[src/rtl/mbist_march_gen.sv]
// March C- MBIST sequencer: drives address, data and strobes into the SRAM mux,
// compares returned read data and counts miscompares against the spare capacity.
module mbist_march_gen #(
  parameter int                      BIST_ADDR_WD    = 9,
  parameter int                      BIST_DATA_WD    = 32,
  parameter logic [BIST_ADDR_WD-1:0] BIST_ADDR_START = '0,
  parameter logic [BIST_ADDR_WD-1:0] BIST_ADDR_END   = 9'h1F8,
  parameter int                      BIST_RD_LAT     = 1,
  parameter int                      BIST_REPAIR_CNT = 1,
  parameter int                      BIST_ERR_CNT_WD = 4
) (
  input  logic                       bist_clk,
  input  logic                       rst,
  input  logic                       bist_run,
  output logic                       bist_en,
  output logic [BIST_ADDR_WD-1:0]    bist_addr,
  output logic [BIST_DATA_WD-1:0]    bist_wdata,
  output logic                       bist_wr,
  output logic                       bist_rd,
  input  logic [BIST_DATA_WD-1:0]    bist_rdata,
  output logic                       bist_error,
  output logic [BIST_ADDR_WD-1:0]    bist_error_addr,
  output logic [BIST_ERR_CNT_WD-1:0] bist_err_cnt,
  output logic                       bist_done,
  output logic                       bist_fail,
  output logic [1:0]                 bist_state_dbg
);

  typedef enum logic [1:0] {
    S_IDLE  = 2'd0,
    S_RUN   = 2'd1,
    S_DRAIN = 2'd2,
    S_DONE  = 2'd3
  } state_e;

  state_e                    state_q;
  logic                      run_prev_q;
  logic [2:0]                elem_q;
  logic [BIST_ADDR_WD-1:0]   addr_q;
  logic                      phase_q;
  logic                      en_q;
  logic                      wr_q;
  logic                      rd_q;
  logic                      exp_bit_q;
  logic                      done_q;
  logic [BIST_DATA_WD-1:0]   wdata_q;
  logic [1:0]                drain_cnt_q;

  logic                      start_w;
  logic                      abort_w;
  logic                      two_op_w;
  logic                      elem_end_w;
  logic                      last_op_w;
  logic [2:0]                elem_d;
  logic [BIST_ADDR_WD-1:0]   addr_d;
  logic                      phase_d;
  logic                      nxt_wr;
  logic                      nxt_bit;

  logic                      pipe_v_q    [BIST_RD_LAT];
  logic                      pipe_exp_q  [BIST_RD_LAT];
  logic [BIST_ADDR_WD-1:0]   pipe_addr_q [BIST_RD_LAT];
  logic                      err_q;
  logic [BIST_ADDR_WD-1:0]   err_addr_q;
  logic [BIST_ERR_CNT_WD-1:0] err_cnt_q;
  logic                      fail_q;
  logic                      miscmp_w;

  always_comb begin
    start_w    = (state_q == S_IDLE) && bist_run && !run_prev_q;
    abort_w    = ((state_q == S_RUN) || (state_q == S_DRAIN)) && !bist_run;
    two_op_w   = (elem_q != 3'd0) && (elem_q != 3'd5);
    elem_end_w = (elem_q < 3'd3) ? (addr_q == BIST_ADDR_END) : (addr_q == BIST_ADDR_START);
    last_op_w  = (elem_q == 3'd5) && (addr_q == BIST_ADDR_START);
    elem_d     = elem_q;
    addr_d     = addr_q;
    phase_d    = 1'b0;
    if (two_op_w && !phase_q) begin
      phase_d = 1'b1;
    end else if (elem_end_w) begin
      elem_d = elem_q + 3'd1;
      addr_d = (elem_d < 3'd3) ? BIST_ADDR_START : BIST_ADDR_END;
    end else if (elem_q < 3'd3) begin
      addr_d = addr_q + BIST_ADDR_WD'(1);
    end else begin
      addr_d = addr_q - BIST_ADDR_WD'(1);
    end
    // Writes are M0 and the second op of M1..M4; M1/M3 write 1, M2/M4 read 1.
    nxt_wr  = (elem_d == 3'd0) || phase_d;
    nxt_bit = nxt_wr ? ((elem_d == 3'd1) || (elem_d == 3'd3))
                     : ((elem_d == 3'd2) || (elem_d == 3'd4));
  end

  always_ff @(posedge bist_clk) begin
    if (rst) begin
      state_q     <= S_IDLE;
      run_prev_q  <= 1'b0;
      elem_q      <= 3'd0;
      addr_q      <= '0;
      phase_q     <= 1'b0;
      en_q        <= 1'b0;
      wr_q        <= 1'b0;
      rd_q        <= 1'b0;
      exp_bit_q   <= 1'b0;
      done_q      <= 1'b0;
      wdata_q     <= '0;
      drain_cnt_q <= 2'd0;
    end else begin
      run_prev_q <= bist_run;
      case (state_q)
        S_IDLE: begin
          if (start_w) begin
            state_q   <= S_RUN;
            elem_q    <= 3'd0;
            addr_q    <= BIST_ADDR_START;
            phase_q   <= 1'b0;
            en_q      <= 1'b1;
            wr_q      <= 1'b1;
            rd_q      <= 1'b0;
            wdata_q   <= '0;
            exp_bit_q <= 1'b0;
            done_q    <= 1'b0;
          end
        end
        S_RUN, S_DRAIN: begin
          if (abort_w) begin
            state_q <= S_IDLE;
            en_q    <= 1'b0;
            wr_q    <= 1'b0;
            rd_q    <= 1'b0;
            wdata_q <= '0;
            addr_q  <= '0;
          end else if (state_q == S_RUN) begin
            if (last_op_w) begin
              state_q     <= S_DRAIN;
              wr_q        <= 1'b0;
              rd_q        <= 1'b0;
              wdata_q     <= '0;
              addr_q      <= '0;
              drain_cnt_q <= 2'd0;
            end else begin
              elem_q    <= elem_d;
              addr_q    <= addr_d;
              phase_q   <= phase_d;
              wr_q      <= nxt_wr;
              rd_q      <= !nxt_wr;
              wdata_q   <= nxt_wr ? {BIST_DATA_WD{nxt_bit}} : '0;
              exp_bit_q <= nxt_bit;
            end
          end else if (drain_cnt_q == 2'(BIST_RD_LAT)) begin
            state_q <= S_DONE;
            en_q    <= 1'b0;
            done_q  <= 1'b1;
          end else begin
            drain_cnt_q <= drain_cnt_q + 2'd1;
          end
        end
        S_DONE: begin
          if (!bist_run) begin
            state_q <= S_IDLE;
            done_q  <= 1'b0;
          end
        end
        default: state_q <= S_IDLE;
      endcase
    end
  end

  // Expected polarity and address ride alongside each read until its data returns.
  assign miscmp_w = pipe_v_q[BIST_RD_LAT-1] && !abort_w &&
                    (bist_rdata != {BIST_DATA_WD{pipe_exp_q[BIST_RD_LAT-1]}});

  always_ff @(posedge bist_clk) begin
    if (rst) begin
      for (int i = 0; i < BIST_RD_LAT; i++) begin
        pipe_v_q[i]    <= 1'b0;
        pipe_exp_q[i]  <= 1'b0;
        pipe_addr_q[i] <= '0;
      end
      err_q      <= 1'b0;
      err_addr_q <= '0;
      err_cnt_q  <= '0;
      fail_q     <= 1'b0;
    end else begin
      pipe_v_q[0]    <= rd_q && !abort_w;
      pipe_exp_q[0]  <= exp_bit_q;
      pipe_addr_q[0] <= addr_q;
      for (int i = 1; i < BIST_RD_LAT; i++) begin
        pipe_v_q[i]    <= pipe_v_q[i-1] && !abort_w;
        pipe_exp_q[i]  <= pipe_exp_q[i-1];
        pipe_addr_q[i] <= pipe_addr_q[i-1];
      end
      err_q <= miscmp_w;
      if (miscmp_w) begin
        err_addr_q <= pipe_addr_q[BIST_RD_LAT-1];
      end
      if (start_w) begin
        err_cnt_q <= '0;
      end else if (miscmp_w && (err_cnt_q != '1)) begin
        err_cnt_q <= err_cnt_q + BIST_ERR_CNT_WD'(1);
      end
      fail_q <= !start_w && (32'(err_cnt_q) > BIST_REPAIR_CNT);
    end
  end

  assign bist_en         = en_q;
  assign bist_addr       = addr_q;
  assign bist_wdata      = wdata_q;
  assign bist_wr         = wr_q;
  assign bist_rd         = rd_q;
  assign bist_error      = err_q;
  assign bist_error_addr = err_addr_q;
  assign bist_err_cnt    = err_cnt_q;
  assign bist_done       = done_q;
  assign bist_fail       = fail_q;
  assign bist_state_dbg  = state_q;

endmodule
[config.mk]
export PLATFORM = sky130hd
export DESIGN_NAME = mbist_march_gen
export DESIGN_NICKNAME = d
export VERILOG_FILES = /design/src/rtl/mbist_march_gen.sv
export SDC_FILE = /design/constraint.sdc
export NUM_CORES = 1
export LEC_CHECK = 0
export ABC_AREA = 1
export CORE_MARGIN = 8
export CORE_UTILIZATION = 35
export CTS_CLUSTER_SIZE = 10
export DETAILED_ROUTE_END_ITERATION = 12
export GPL_TIMING_DRIVEN = 0
export PLACE_DENSITY_LB_ADDON = 0.05
export SLEW_MARGIN = 20
export SYNTH_ARGS = -nofsm -noshare
export SYNTH_HDL_FRONTEND = slang
export SYNTH_SLANG_ARGS = --single-unit
[constraint.sdc]
create_clock -name bist_clk -period 1.9 [get_ports bist_clk]
set_input_delay 0.38 -clock bist_clk [delete_from_list [all_inputs] [get_ports bist_clk]]
set_output_delay 0.38 -clock bist_clk [all_outputs]
set_load 0.05 [all_outputs]
; ---- Yosys cells after proc, flatten, opt, wreduce, memory -nomap -nowiden
; Memory sizes are Yosys's and may differ from the RTL's. A register that Yosys moved wholly into a read port is not among the register bits.
; Index checks and enable logic that the tools add are counted.
[op_classes]
add_sub_neg = 5
reduce_logical = 38
order_cmp = 3
n_bitwise = 1
muxes = 71
eq_ne = 28
[op_table]
columns = operator, n
row1 = $mux W32, 5
row2 = $mux W9, 9
row3 = $pmux W32 S2, 1
row4 = $mux W1, 32
row5 = $ne A32 B32 Y1, 1
row6 = $mux W2, 9
row7 = $mux W3, 6
row8 = $ne A2 B2 Y1 const B, 9
row9 = $pmux W9 S2, 1
row10 = $ne A4 B4 Y1 const B, 4
row11 = $reduce_and A4 Y1, 4
row12 = $ne A3 B3 Y1 const B, 4
row13 = $logic_and A1 B1 Y1, 11
row14 = $pmux W1 S2, 5
row15 = $reduce_and A5 Y1, 2
row16 = $add A9 B1 Y9 const B, 1
row17 = $eq A9 B9 Y1 const B, 1
row18 = $logic_not A9 Y1, 1
row19 = $reduce_or A9 Y1, 1
row20 = $sub A9 B1 Y9 const B, 1
row21 = $eq A3 B2 Y1 const B, 2
row22 = $eq A3 B3 Y1 const B, 2
row23 = $logic_not A1 Y1, 6
row24 = $lt A3 B2 Y1 const B, 2
row25 = other kinds (19), 26
[word_totals]
inputBits = 35
regBits = 61
memories = 3
mem_bits_rw = 11
[memory_table]
columns = name, depth, width, read_ports, rd_clocked_by_memory_dff, write_ports, line
row1 = pipe_addr_q, 1, 9, 1, 1, 1, 62  ; logic [BIST_ADDR_WD-1:0] pipe_addr_q [BIST_RD_LAT];
row2 = pipe_exp_q, 1, 1, 1, 0, 1, 61  ; logic pipe_exp_q [BIST_RD_LAT];
row3 = pipe_v_q, 1, 1, 1, 0, 1, 60  ; logic pipe_v_q [BIST_RD_LAT];

; ---- Depth between registers and ports, before layout
; Gate-level depths: netlist of the first run.
[depth]
word_depth = 12
ltp_mapped = 14

; ---- Worst setup path before layout of the first run
; OpenSTA, ideal clock, no wires.
[synth_timing]
path_kind = flip-flop to flip-flop
start = register state_q[0], in the netlist bist_state_dbg[0]
end = register addr_q[1], in the netlist bist_addr[1]
path_stages_with_launch = 13
arrival_ns = 2.119
n_path_buf = 2
setup_time_ns = 0.084
path_slack_ns = -0.304
path_cell_list = dfxtp_1 > inv_1 > ha_1 > buf_2 > inv_2 > a21oi_2 > inv_2 > nor2_4 > nand2_2 > buf_6 > nor2_4 > inv_2 > o31ai_2
[synth_between]
elab_chain_len = 5
word_cells_on_any_way = 15
[synth_rtl]
columns = item, line
row1 = "start, declared", 36  ; state_e state_q;
row2 = "start signal, assigned", 96  ; state_q <= S_IDLE;
row3 = "start signal, assigned", 113  ; state_q <= S_RUN;
row4 = "start signal, assigned", 127  ; state_q <= S_IDLE;
row5 = "$eq A2 B1 Y1, or another cell as far along", "71, 110, 133"
row6 = $logic_or A1 B1 Y1 or $logic_and A1 B1 Y1 (tied branches), "71, 70"
row7 = "$logic_and A1 B1 Y1, on equally long branches", "71, 70"
row8 = "$ne A4 B4 Y1 (no source line), or another cell as far along", -
row9 = $reduce_and A4 Y1 (no source line) or $pmux W9 S2 (tied branches), -
row10 = "end signal, assigned", 143  ; addr_q <= addr_d;
row11 = "end, declared", 39  ; logic [BIST_ADDR_WD-1:0] addr_q;
; Parallel ways exist; a longest one is shown, timed or not.
; A chain may end at the register's enable or synchronous reset.

; ---- Final worst setup path of the first run
[layout_timing]
start = register elem_q[1]
end = register addr_q[8], in the netlist bist_addr[8]
[layout_between]
elab_chain_len = 9
word_cells_on_any_way = 20
[layout_rtl]
columns = item, line
row1 = "start, declared", 38  ; logic [2:0] elem_q;
row2 = "start signal, assigned", 142  ; elem_q <= elem_d;
row3 = $add A3 B1 Y3, 81  ; elem_d = elem_q + 3'd1;
row4 = $lt A3 B2 Y1, 82  ; addr_d = (elem_d < 3'd3) ? BIST_ADDR_START : BIST_ADDR_END;
row5 = $mux W9, 82
row6 = $mux W9, 80  ; end else if (elem_end_w) begin
row7 = $mux W9, 78  ; if (two_op_w && !phase_q) begin
row8 = $mux W9, 134  ; if (last_op_w) begin
row9 = $mux W9, 133  ; end else if (state_q == S_RUN) begin
row10 = $mux W9, 126  ; if (abort_w) begin
row11 = $pmux W9 S2, 110  ; case (state_q)
; Parallel ways exist; a longest one is shown, timed or not. The select of a mux whose other input is x is not followed.

==> results of run 1 <==
through the flow:
step / instances / total power [mW] / hold slack (ns) / worst slack [ns] / util (%)
after floorplan: 449 / 3.92 / 0.400 / -0.00801 / -
after global placement: 655 / 4.93 / 0.429 / -0.487 / 47.5
after detailed placement: 655 / 4.96 / 0.435 / -0.527 / 47.5
after CTS: 672 / 5.63 / 0.434 / -0.0583 / 50.8
after global routing: 688 / 6.11 / 0.466 / -0.180 / 54.8
final: 688 / 5.81 / 0.435 / -0.0963 / 54.8
worst max path at each step:
stage | slack (ns) | from | endpoint
after detailed placement | -0.53 | bist_wdata[30]$_SDFFE_PP0P_ | bist_wdata[14]
after CTS | -0.06 | elem_q[1]$_SDFFE_PP0P_ | bist_addr[8]$_SDFFE_PP0P_
after global routing | -0.18 | elem_q[1]$_SDFFE_PP0P_ | bist_addr[8]$_SDFFE_PP0P_
after floorplan | -0.008 | bist_state_dbg[0]$_SDFFE_PP0P_ | bist_addr[1]$_SDFFE_PP0P_
after global placement | -0.49 | bist_wdata[30]$_SDFFE_PP0P_ | bist_wdata[17]
final | -0.1 | elem_q[1]$_SDFFE_PP0P_ | bist_addr[8]$_SDFFE_PP0P_
worst max-delay path, delay by kind of cell, from the launching register on:
family | cells | cell delay, ns
simple gates | 5 | 0.40
fa+ha+maj | 1 | 0.43
buf+inv | 3 | 0.25
flops | 1 | 0.39
compound gates | 4 | 0.50
per-layer routing:
metal  track usage, %  part of all wire, %
met5                0                    0
met2             24.5                   49
met1             18.2                   45
met4             4.10                  1.4
met3             2.76                  4.1
power groups by stage:
| stage | Clock [mW] | Combinational (mW) | Sequential [mW] |
|---|---|---|---|
| detailed placement | 0 | 3.62 | 1.34 |
| global route | 0.732 | 4.03 | 1.35 |
| finish | 0.665 | 3.82 | 1.32 |
| floorplan | 0 | 2.39 | 1.52 |
| CTS | 0.693 | 3.61 | 1.33 |
| global placement | 0 | 3.60 | 1.33 |
kinds of logic after synthesis:
kind of cell / share of synthesized area [%]
simple gates: 32.5
buf+inv: 14.6
compound gates: 12.7
flops: 31.3
fa+ha+maj: 8.06
xor+xnor: 0.821
cell usage after synthesis, types with 2 or more instances:
cell / n
o21bai_1: 2
a21oi_1: 31
buf_2: 2
dfxtp_1: 50
nor2_2: 3
o21ai_1: 15
buf_4: 32
clkbuf_1: 2
nor3_1: 9
inv_2: 8
o22ai_1: 2
nand2_4: 5
nor2_4: 3
inv_1: 39
o211ai_1: 4
clkinv_1: 2
o21ai_0: 9
buf_1: 2
nand4_1: 9
nand3_2: 5
a21oi_2: 2
or2_2: 5
nand3_1: 24
xnor2_1: 2
ha_1: 19
nand2_1: 74
nand2_2: 8
nor2_1: 63
nor4_1: 4
a31oi_1: 2
cell usage in the layout (no fill, tap or decap), drive strengths merged, types with 9 or more instances in the layout:
cell type / count
a21oi: 33
buf: 63
clkdlybuf4s15: 30
clkdlybuf4s50: 42
dfxtp: 50
dlygate4sd2: 14
ha: 19
inv: 49
nand2: 88
nand3: 29
nand4: 9
nor2: 69
nor3: 9
o21ai: 24
registers in the layout, indices dropped and copies added (netlist names), 2 cells and up:
register and flops:
bist_err_cnt 4, pipe_addr_q 9, bist_state_dbg 2, bist_error_addr 9
drain_cnt_q 2, bist_addr 9, elem_q 3
repair_timing:
action                                  CTS  global route
endpoints found under the setup margin   75            38
cloned                                    0             0
gates resized for setup                 136            62
setup buffers                             9            16
pin swaps                                 4            33
layout make-up:
| cell class | instances | area (um2) | area share, % |
|---|---|---|---|
| inverters | 50 | 193 | 3.88 |
| repair buffers | 120 | 1200 | 24.2 |
| well taps | 111 | 139 | 2.80 |
| flip-flops and latches | 50 | 1030 | 20.8 |
| multi-input cells | 310 | 2010 | 40.5 |
| plain buffers | 39 | 287 | 5.77 |
| clock buffers | 5 | 68.8 | 1.39 |
| clock inverters | 3 | 28.8 | 0.580 |
==> summary.md, run 1 <==
| Metric | Value |
|---|---|
| Status | finished with violations |
| Violated checks | setup timing |
| Post-Syn Nets | 504 |
| Sw Share | just over 50% |
| Vias per cell | 4.75 |
| Tmin final | between 1.5 and 2 ns |
| GPL Wtd Cong | 0.862 |
| CTS Buffer Depth | 2 |
| Clock share of power | a little under an eighth |
| Number of global-route vias before repair | slightly above 3000 |
| Gr usage total | 14.5% |
| Synth top area cells | dfxtp_1 (31%), nand2_1 (8.7%), buf_4 (7.5%), ha_1 (7.4%), nor2_1 (7.4%) |
| IO Pins | 97 |
| Initial core utilization | between 30% and 40% |
| Crit path max fanout | 5 |
| DR WL/cell | around 14 um |
| Crit path cell chain | nand2_4, nand2_4, buf_6, buf_6, inv_4, fa_2, o21ai_4, nand4_1, o211ai_1, a21oi_1, o21ai_1, nand2_1, nand2_1 |
| Worst slew pin tran | 0.585 ns |
| RSZ-0062 raised after global routing | yes |
| Lkg Pwr | 2.22 nW |
| Max stage delay on crit path | 0.43 ns |
| Pwr Density | around 1200 nW/um2 |
| Fill count | approximately 850 |
| Port buffer count | 95 |
| Die ar. | 12500 um2 |
| Int Pwr | 2.84 mW |
| Crit start category | flop |
| Skew final | 0.0149 ns |
| Die width | 112 um |
| Root buf cell | clkbuf_8 |
| Yosys Warn Count | 0 |
| Cell count after synthesis | 449 |
| Worst ir drop on vdd | about 0.54 mV |
| Post-synth top flop | dfxtp_1 |
| # rows | 35 |
| Clock Latency Late Sink | 0.31 ns |
| Largest net degree at the start of global routing | 34 |
| Crit path capture type | flop |
| Hold Path Stages | 2 |
| R2R depth | 13 |
| Worst-path clk slew | 0.11 ns |
| Internal reg-to-reg setup slack | -0.1 ns |
| Fmax | 501 MHz |
| Total clock buffers created by CTS | 5 |
| Critical path data required time | 2.17 ns |
| First-pass iteration count of the detailed router | 4 |
| Hold_sp | exp_bit_q$_SDFFE_PP0P_ |
| H-tree depth | 2 |
| Synth Cell Area | 3200 um2 |
| Post-synth top area share | 31.3% |
| Antenna Nets Post-Route | 0 |
| Synth Register Bits | 50 |
| # hold bufs at CTS | 0 |
| Area grow syn2layout | 55.1% |
| Post-route setup TNS | -0.151 ns |
| Layout net count | 631 |
| WHS Endpoint | pipe_exp_q[0]$_SDFF_PP0_ |
| Die height | approximately 110 um |
| Ys async rst share | 0% |
| Post-route cell area | around 5000 um2 |
| Post-Route WL | 9600 um |
| Num Clock Sinks | 50 |
| Placed Instance Area | 4300 um2 |
| Core Area | 9060 um2 |
| Seq/Total Area, Yosys | 31.3% |
| Arrival time at the worst endpoint | about 2.3 ns |
| Final Max Tran Viols | 0 |
| Fin worst setup slack | -0.0963 ns |
| Slowest CP cell | fa_2 |
| Total gr overflow | 0 |
| Sequential Power Share | around 23% |
| Post-route DRC | 0 |
| # diodes | 0 |
| Layout cell share with drive strength beyond 1 | approximately a third |
| Drt initial violations | approximately 160 |
| Post-DP HPWL | 7030 um |
| Post-synth EDFFs | 0 |
| CTS tree | built |
| Hold Path Class | reg -> reg |
| Reg2reg start | elem_q[1]$_SDFFE_PP0P_ |
| Slew HR | 61.0% |
| WS Path Type | reg -> reg |
| Area leader, netlist | dfxtp_1 |
| Routed vias | between 3000 and 4000 |
| Syn avg cell area | 7.13 um2 |
| Initial antenna violation count | 0 |
| Max cap viols | 0 |
| First-pass GRT wire length | 15000 um |
| Combinational power share | 65.8% |
| NetSw | 2.96 mW |
| Netlist cell types | 42 |
| Setup-failing EPs final | 4 |
| Final hold viol count | 0 |
| Tcrit/Tclk final | 105% |
| Worst reg2reg endpoint | bist_addr[8]$_SDFFE_PP0P_ |
No activity file was read; power rests on OpenSTA's default activity.
==> inputs of run 2 (changes only) <==
REMOVE_ABC_BUFFERS = 1   (was unset)
==> summary.md, run 2 (same netlist as run 1, synthesis figures left out) <==
| Metric | Value |
|---|---|
| R2R depth | 12 (was 13) |
| Initial antenna violation count | 0 (unchanged) |
| Fill count | 920 (was 845) |
| Buf+Inv Stages, Crit Path | 1 (was 3) |
| Die height | 112 um (unchanged) |
| Hold_sp | exp_bit_q$_SDFFE_PP0P_ (unchanged) |
| Sequential Area | 1020 um2 (was 1030 um2) |
| Hold Path Class | reg -> reg (unchanged) |
| Area grow syn2layout | 37.3% (was 55.1%) |
| RSZ-0062 raised after global routing | yes (unchanged) |
| Status | complete, no violations (was finished with violations) |
| Total clock buffers created by CTS | 5 (unchanged) |
| # diodes | 0 (unchanged) |
| First-pass GRT wire length | 14500 um (was 15000 um) |
| Final std cells w/o fill | 637 (was 688) |
| Most frequent cells in the layout | nand2_1 (68), nor2_1 (60), dfxtp_1 (42), clkdlybuf4s50_1 (42), inv_1 (37) (was nand2_1 (62), nor2_1 (57), buf_4 (52)) |
| Antenna Nets Post-Route | 0 (unchanged) |
| Crit path capture type | primary output (was flop) |
| Skew final | 0.00730 ns (was 0.0149 ns) |
| Initial core utilization | 35.3% (unchanged) |
| Total gr overflow | 0 (unchanged) |
| Area of the multi-input gates | 1950 um2 (was 2010 um2) |
| Sw Share | 54.2% (was 51.0%) |
| WHS Endpoint | pipe_exp_q[0]$_SDFF_PP0_ (unchanged) |
| Arrival time at the worst endpoint | 1.51 ns (was 2.26 ns) |
| Drt initial violations | 142 (was 157) |
| Clock Latency Late Sink | 0.31 ns (about the same) |
| Crit path max-delay family | flip-flops (was compound AO/OA/AOI/OAI gates) |
| Reg2reg start | elem_q[2]$_SDFFE_PP0P_ (was elem_q[1]$_SDFFE_PP0P_) |
| Vias per cell | 4.71 (was 4.75) |
| Crit path from | bist_wdata[30]$_SDFFE_PP0P_ (was elem_q[1]$_SDFFE_PP0P_) |
| First-pass iteration count of the detailed router | 4 (unchanged) |
| Num Clock Sinks | 50 (unchanged) |
| Lkg Pwr | 2.03 nW (was 2.22 nW) |
| Layout net count | 580 (was 631) |
| Slowest CP cell | dfxtp_2 (was fa_2) |
| Number of global-route vias before repair | 2845 (was 3105) |
| Clock share of power | 15.1% (was 11.4%) |
| Hold Path Stages | 2 (unchanged) |
| Port buffer count | 96 (was 95) |
| Hold slack | 0.438 ns (was 0.435 ns) |
| Tcrit/Tclk final | 99.4% (was 105%) |
| Post-Route WL | 8670 um (was 9600 um) |
| Routed vias | 3000 (was 3269) |
| Fin worst setup slack | 0.0118 ns (was -0.0963 ns) |
| Int Pwr | 2.41 mW (was 2.84 mW) |
| Worst ir drop on vdd | 0.649 mV (was 0.535 mV) |
| Post-DP HPWL | 6620 um (was 7030 um) |
| Worst-path clk slew | 0.10 ns (was 0.11 ns) |
| Fmax | 530 MHz (was 501 MHz) |
| IO Pins | 97 (unchanged) |
| Internal reg-to-reg setup slack | 0.03 ns (was -0.1 ns) |
| Tmin final | 1.89 ns (was 2.00 ns) |
| Largest net degree at the start of global routing | 34 (unchanged) |
| Worst slew pin tran | 0.617 ns (was 0.585 ns) |
| NetSw | 2.86 mW (was 2.96 mW) |
| Max cap viols | 0 (unchanged) |
| Worst slack, placed | -1.04 ns (was -0.527 ns) |
| Most common library cell in the layout ignoring fill and taps | nand2_1 (unchanged) |
| Crit path cell chain | dlygate4sd2_1 (was nand2_4, nand2_4, buf_6, buf_6, inv_4, fa_2, o21ai_4, nand4_1, o211ai_1, a21oi_1, o21ai_1, nand2_1, nand2_1) |
| Sequential Power Share | 24.6% (was 22.7%) |
| H-tree depth | 2 (unchanged) |
| DR WL/cell | 13.6 um (was 14.0 um) |
| Setup-failing EPs final | 0 (was 4) |
| Dpl cells | 617 (was 655) |
| Crit start category | flop (unchanged) |
| Layout cell share with drive strength beyond 1 | 21.7% (was 34.5%) |
| Slew HR | 58.9% (was 61.0%) |
| Max stage delay on crit path | 0.60 ns (was 0.43 ns) |
| CTS Buffer Depth | 2 (unchanged) |
| # rows | 35 (unchanged) |
| WS Path Type | reg -> out (was reg -> reg) |
| Final Max Tran Viols | 0 (unchanged) |
| Core Area | 9060 um2 (unchanged) |
| Crit path max fanout | 33 (was 5) |
| GPL Wtd Cong | 0.833 (was 0.862) |
| Worst reg2reg endpoint | bist_addr[8]$_SDFFE_PP0P_ (unchanged) |
| Post-route DRC | 0 (unchanged) |
| Gr usage total | 14.0% (was 14.5%) |
| Combinational power share | 60.2% (was 65.8%) |
| Root buf cell | clkbuf_8 (unchanged) |
| Final hold viol count | 0 (unchanged) |
| CTS tree | built (unchanged) |
| Die ar. | 12500 um2 (unchanged) |
| Pwr Density | 1200 nW/um2 (was 1170 nW/um2) |
| Critical path data required time | 1.52 ns (was 2.17 ns) |
| Die width | 112 um (unchanged) |
-- run 2: how the worst max path moves through the flow --
stage,to,depth (start not counted)
after floorplan,bist_wdata[30]$_SDFFE_PP0P_,2
after global placement,bist_addr[8]$_SDFFE_PP0P_,8
after global routing,bist_addr[8]$_SDFFE_PP0P_,12
after detailed placement,bist_addr[7]$_SDFFE_PP0P_,8
final,bist_wdata[4],1
after CTS,bist_addr[6]$_SDFFE_PP0P_,10
-- run 2: final cells by class --
class,count,share of cell area [%]
sequential,50,23.2
multi-input combinational,310,44.3
clock buffer,5,1.57
timing repair buffer,108,22.3
inverter,50,4.44
clock inverter,3,1.11
tap,111,3.16
-- run 2: power by group through the flow --
stage          Clock (mW)  Sequential (mW)  Combinational (mW)
2_1_floorplan           0             1.65               0.888
3_3_place_gp            0             1.31                3.14
3_5_place_dp            0             1.32                3.14
4_1_cts             0.824             1.29                3.08
5_1_grt             0.873             1.33                3.36
6_report            0.797             1.30                3.17
-- run 2: routing by layer --
layer	share of wire [%]	track usage, %	routed length, um	up-vias
met5	0	0	0	-
met3	3.4	2.65	296	4
met2	45	22.3	3930	50
li1	-	-	-	1599
met1	51	19.0	4380	1347
met4	0.66	3.01	57	0
-- run 2: stage by stage --
step                total power, mW  instance area [um2]  util, %  TNS, ns
global placement               4.45                 4020     44.4   -30.97
global route                   5.56                 4390     48.5    -2.02
floorplan                      2.53                 2920        -  -308.73
detailed placement             4.46                 4020     44.4   -30.88
finish                         5.27                 4390     48.5        0
CTS                            5.20                 4220     46.6  -0.0361
-- run 2: what timing repair did --
action	4_1_cts	5_1_grt
hold buffers	0	0
pin swaps	5	17
resized for setup	75	67
cloned	0	0
buffers inserted	6	6
endpoints found under the setup margin	80	70
==> inputs of run 3 (changes only) <==
ABC_CLOCK_PERIOD_IN_PS = 1900   (was unset)
CORE_MARGIN = 5   (was 8)
==> summary.md, run 3 (same netlist as run 1, synthesis figures left out) <==
| Metric | Value |
|---|---|
| Status | finished with violations (was complete, no violations) |
| Violated checks | setup timing |
| Die ar. | 11200 um2 (was 12500 um2) |
| Crit path max-delay family | flip-flops (unchanged) |
| Slowest CP cell | dfxtp_2 (unchanged) |
| Number of cells on the critical path | 1 (unchanged) |
| Die height | 106 um (was 112 um) |
| Port buffer count | 96 (unchanged) |
| Total clock buffers created by CTS | 5 (unchanged) |
| Vias per cell | 4.65 (was 4.71) |
| Tmin final | 1.92 ns (was 1.89 ns) |
| Most frequent cells in the layout | nand2_1 (69), nor2_1 (58), dfxtp_1 (43), clkdlybuf4s50_1 (43), inv_1 (36) (was nand2_1 (68), nor2_1 (60), dfxtp_1 (42), clkdlybuf4s50_1 (42), inv_1 (37)) |
| Post-Route WL | 8290 um (was 8670 um) |
| Max stage delay on crit path | 0.64 ns (was 0.60 ns) |
| R2R depth | 10 (was 12) |
| Setup-failing EPs final | 10 (was 0) |
| Hold slack | 0.444 ns (was 0.438 ns) |
| Crit path cell chain | dlygate4sd2_1 (unchanged) |
| Core Area | 8810 um2 (was 9060 um2) |
| Buf+Inv Stages, Crit Path | 1 (unchanged) |
| Critical path data required time | 1.52 ns (about the same) |
| Final hold viol count | 0 (unchanged) |
| CTS tree | built (unchanged) |
| Number of global-route vias before repair | 2655 (was 2845) |
| # diodes | 0 (unchanged) |
| Area grow syn2layout | 37.3% (about the same) |
| Reg2reg start | elem_q[1]$_SDFFE_PP0P_ (was elem_q[2]$_SDFFE_PP0P_) |
| Tcrit/Tclk final | 101% (was 99.4%) |
| Fill count | 878 (was 920) |
| RSZ-0062 raised after global routing | yes (unchanged) |
| Post-route DRC | 0 (unchanged) |
| Worst reg2reg endpoint | bist_addr[6]$_SDFFE_PP0P_ (was bist_addr[8]$_SDFFE_PP0P_) |
| Num Clock Sinks | 50 (unchanged) |
| CTS Buffer Depth | 2 (unchanged) |
| H-tree depth | 2 (unchanged) |
| Worst Setup EP | bist_wdata[27] (was bist_wdata[4]) |
| Antenna Nets Post-Route | 0 (unchanged) |
| First-pass GRT wire length | 13400 um (was 14500 um) |
| Worst ir drop on vdd | 0.631 mV (was 0.649 mV) |
| Pwr Density | 1220 nW/um2 (was 1200 nW/um2) |
| Max cap viols | 0 (unchanged) |
| Layout net count | 589 (was 580) |
| Gr usage total | 14.3% (was 14.0%) |
| Initial core utilization | 36.3% (was 35.3%) |
| Drt initial violations | 126 (was 142) |
| Root buf cell | clkbuf_8 (unchanged) |
| Internal reg-to-reg setup slack | 0.05 ns (was 0.03 ns) |
| Hold_sp | exp_bit_q$_SDFFE_PP0P_ (unchanged) |
| Die width | 106 um (was 112 um) |
| First-pass iteration count of the detailed router | 4 (unchanged) |
| Total gr overflow | 0 (unchanged) |
| # rows | 34 (was 35) |
| Largest net degree at the start of global routing | 34 (unchanged) |
| Lkg Pwr | 2.02 nW (was 2.03 nW) |
| Crit path max fanout | 33 (unchanged) |
| DR WL/cell | 12.9 um (was 13.6 um) |
| Crit path capture type | primary output (unchanged) |
| Worst slack, placed | -1.05 ns (was -1.04 ns) |
| WS Path Type | reg -> out (unchanged) |
| Worst-path clk slew | 0.11 ns (was 0.10 ns) |
| Initial antenna violation count | 0 (unchanged) |
| Hold Path Class | reg -> reg (unchanged) |
| Fmax | 520 MHz (was 530 MHz) |
| Fin worst setup slack | -0.0247 ns (was 0.0118 ns) |
| IO Pins | 97 (unchanged) |
| Final Max Tran Viols | 0 (unchanged) |
| Routed vias | 2988 (was 3000) |
| Worst slew pin tran | 0.636 ns (was 0.617 ns) |
| Skew final | 0.00644 ns (was 0.00730 ns) |
| Crit start category | flop (unchanged) |
| Layout cell share with drive strength beyond 1 | 25.0% (was 21.7%) |
| Most common library cell in the layout ignoring fill and taps | nand2_1 (unchanged) |
| Post-DP HPWL | 6240 um (was 6620 um) |
| Arrival time at the worst endpoint | 1.54 ns (was 1.51 ns) |
| Clock Latency Late Sink | 0.31 ns (about the same) |
| GPL Wtd Cong | 0.780 (was 0.833) |
| Slew HR | 57.6% (was 58.9%) |
| Crit path from | bist_wdata[30]$_SDFFE_PP0P_ (unchanged) |
run 3: changes by cell type in the layout (fill, tap and decap cells not counted), sizes merged:
| cell | delta |
|---|---|
| inv | -1 |
| clkinv | +2 |
| buf | +9 |
| clkbuf | +12 |
| dlymetal6s2s | -1 |
| clkdlybuf4s50 | +1 |
| dlygate4sd2 | -12 |
| bufinv | -1 |
run 3: worst min path at each step:
stage	to	slack [ns]	depth (start not counted)
after global routing	pipe_exp_q[0]$_SDFF_PP0_	0.47	2
after global placement	pipe_exp_q[0]$_SDFF_PP0_	0.43	2
after floorplan	pipe_exp_q[0]$_SDFF_PP0_	0.40	2
after detailed placement	pipe_exp_q[0]$_SDFF_PP0_	0.43	2
final	pipe_exp_q[0]$_SDFF_PP0_	0.44	2
after CTS	pipe_exp_q[0]$_SDFF_PP0_	0.45	2
run 3: final cells by class:
class                           instances  area, um2  area share (%)
Inverter                               50        201            4.59
Clock buffer                            5       68.8            1.57
Clock inverter                          3       28.8           0.655
Multi-Input combinational cell        310       1940            44.1
Timing Repair Buffer                  117        998            22.7
Sequential cell                        50       1020            23.3
Tap cell                              108        135            3.08
run 3: worst min-delay path, delay by kind of cell, from the launching register on:
family / cells / cell delay (ns)
DFF: 1 / 0.33
and+or+nand+nor: 1 / 0.03
buffers and inverters: 1 / 0.05
run 3: what timing repair did:
| action | 4_1_cts | 5_1_grt |
|---|---|---|
| buffers inserted | 2 | 19 |
| hold buffers | 0 | 0 |
| endpoints found under the setup margin | 80 | 67 |
| resized for setup | 74 | 92 |
| pin swaps | 6 | 18 |
run 3: report_power, final:
group	switching [mW]	internal, mW	leakage, nW
logic	2.35	0.994	1.56
clock network	0.405	0.274	0.0502
registers	0.154	1.16	0.409
run 3: metrics by stage:
| stage | instance area [um2] | TNS, ns | cells | power [mW] | utilization, % |
|---|---|---|---|---|---|
| after floorplan | 2920 | -308.73 | 410 | 2.53 | - |
| after global placement | 4020 | -30.17 | 614 | 4.44 | 45.6 |
| after detailed placement | 4020 | -31.96 | 614 | 4.45 | 45.6 |
| after CTS | 4160 | -0.0558 | 624 | 5.06 | 47.3 |
| after global routing | 4390 | -1.41 | 643 | 5.63 | 49.9 |
| final | 4390 | -0.221 | 643 | 5.34 | 49.9 |
run 3: layer usage:
metal / vias to the layer above / global-route usage (%) / share of wire, %
met5: - / 0 / 0
met4: 0 / 3.05 / 0.51
met3: 2 / 2.51 / 4.7
met2: 66 / 22.4 / 45
met1: 1308 / 20.6 / 50
li1: 1612 / - / -
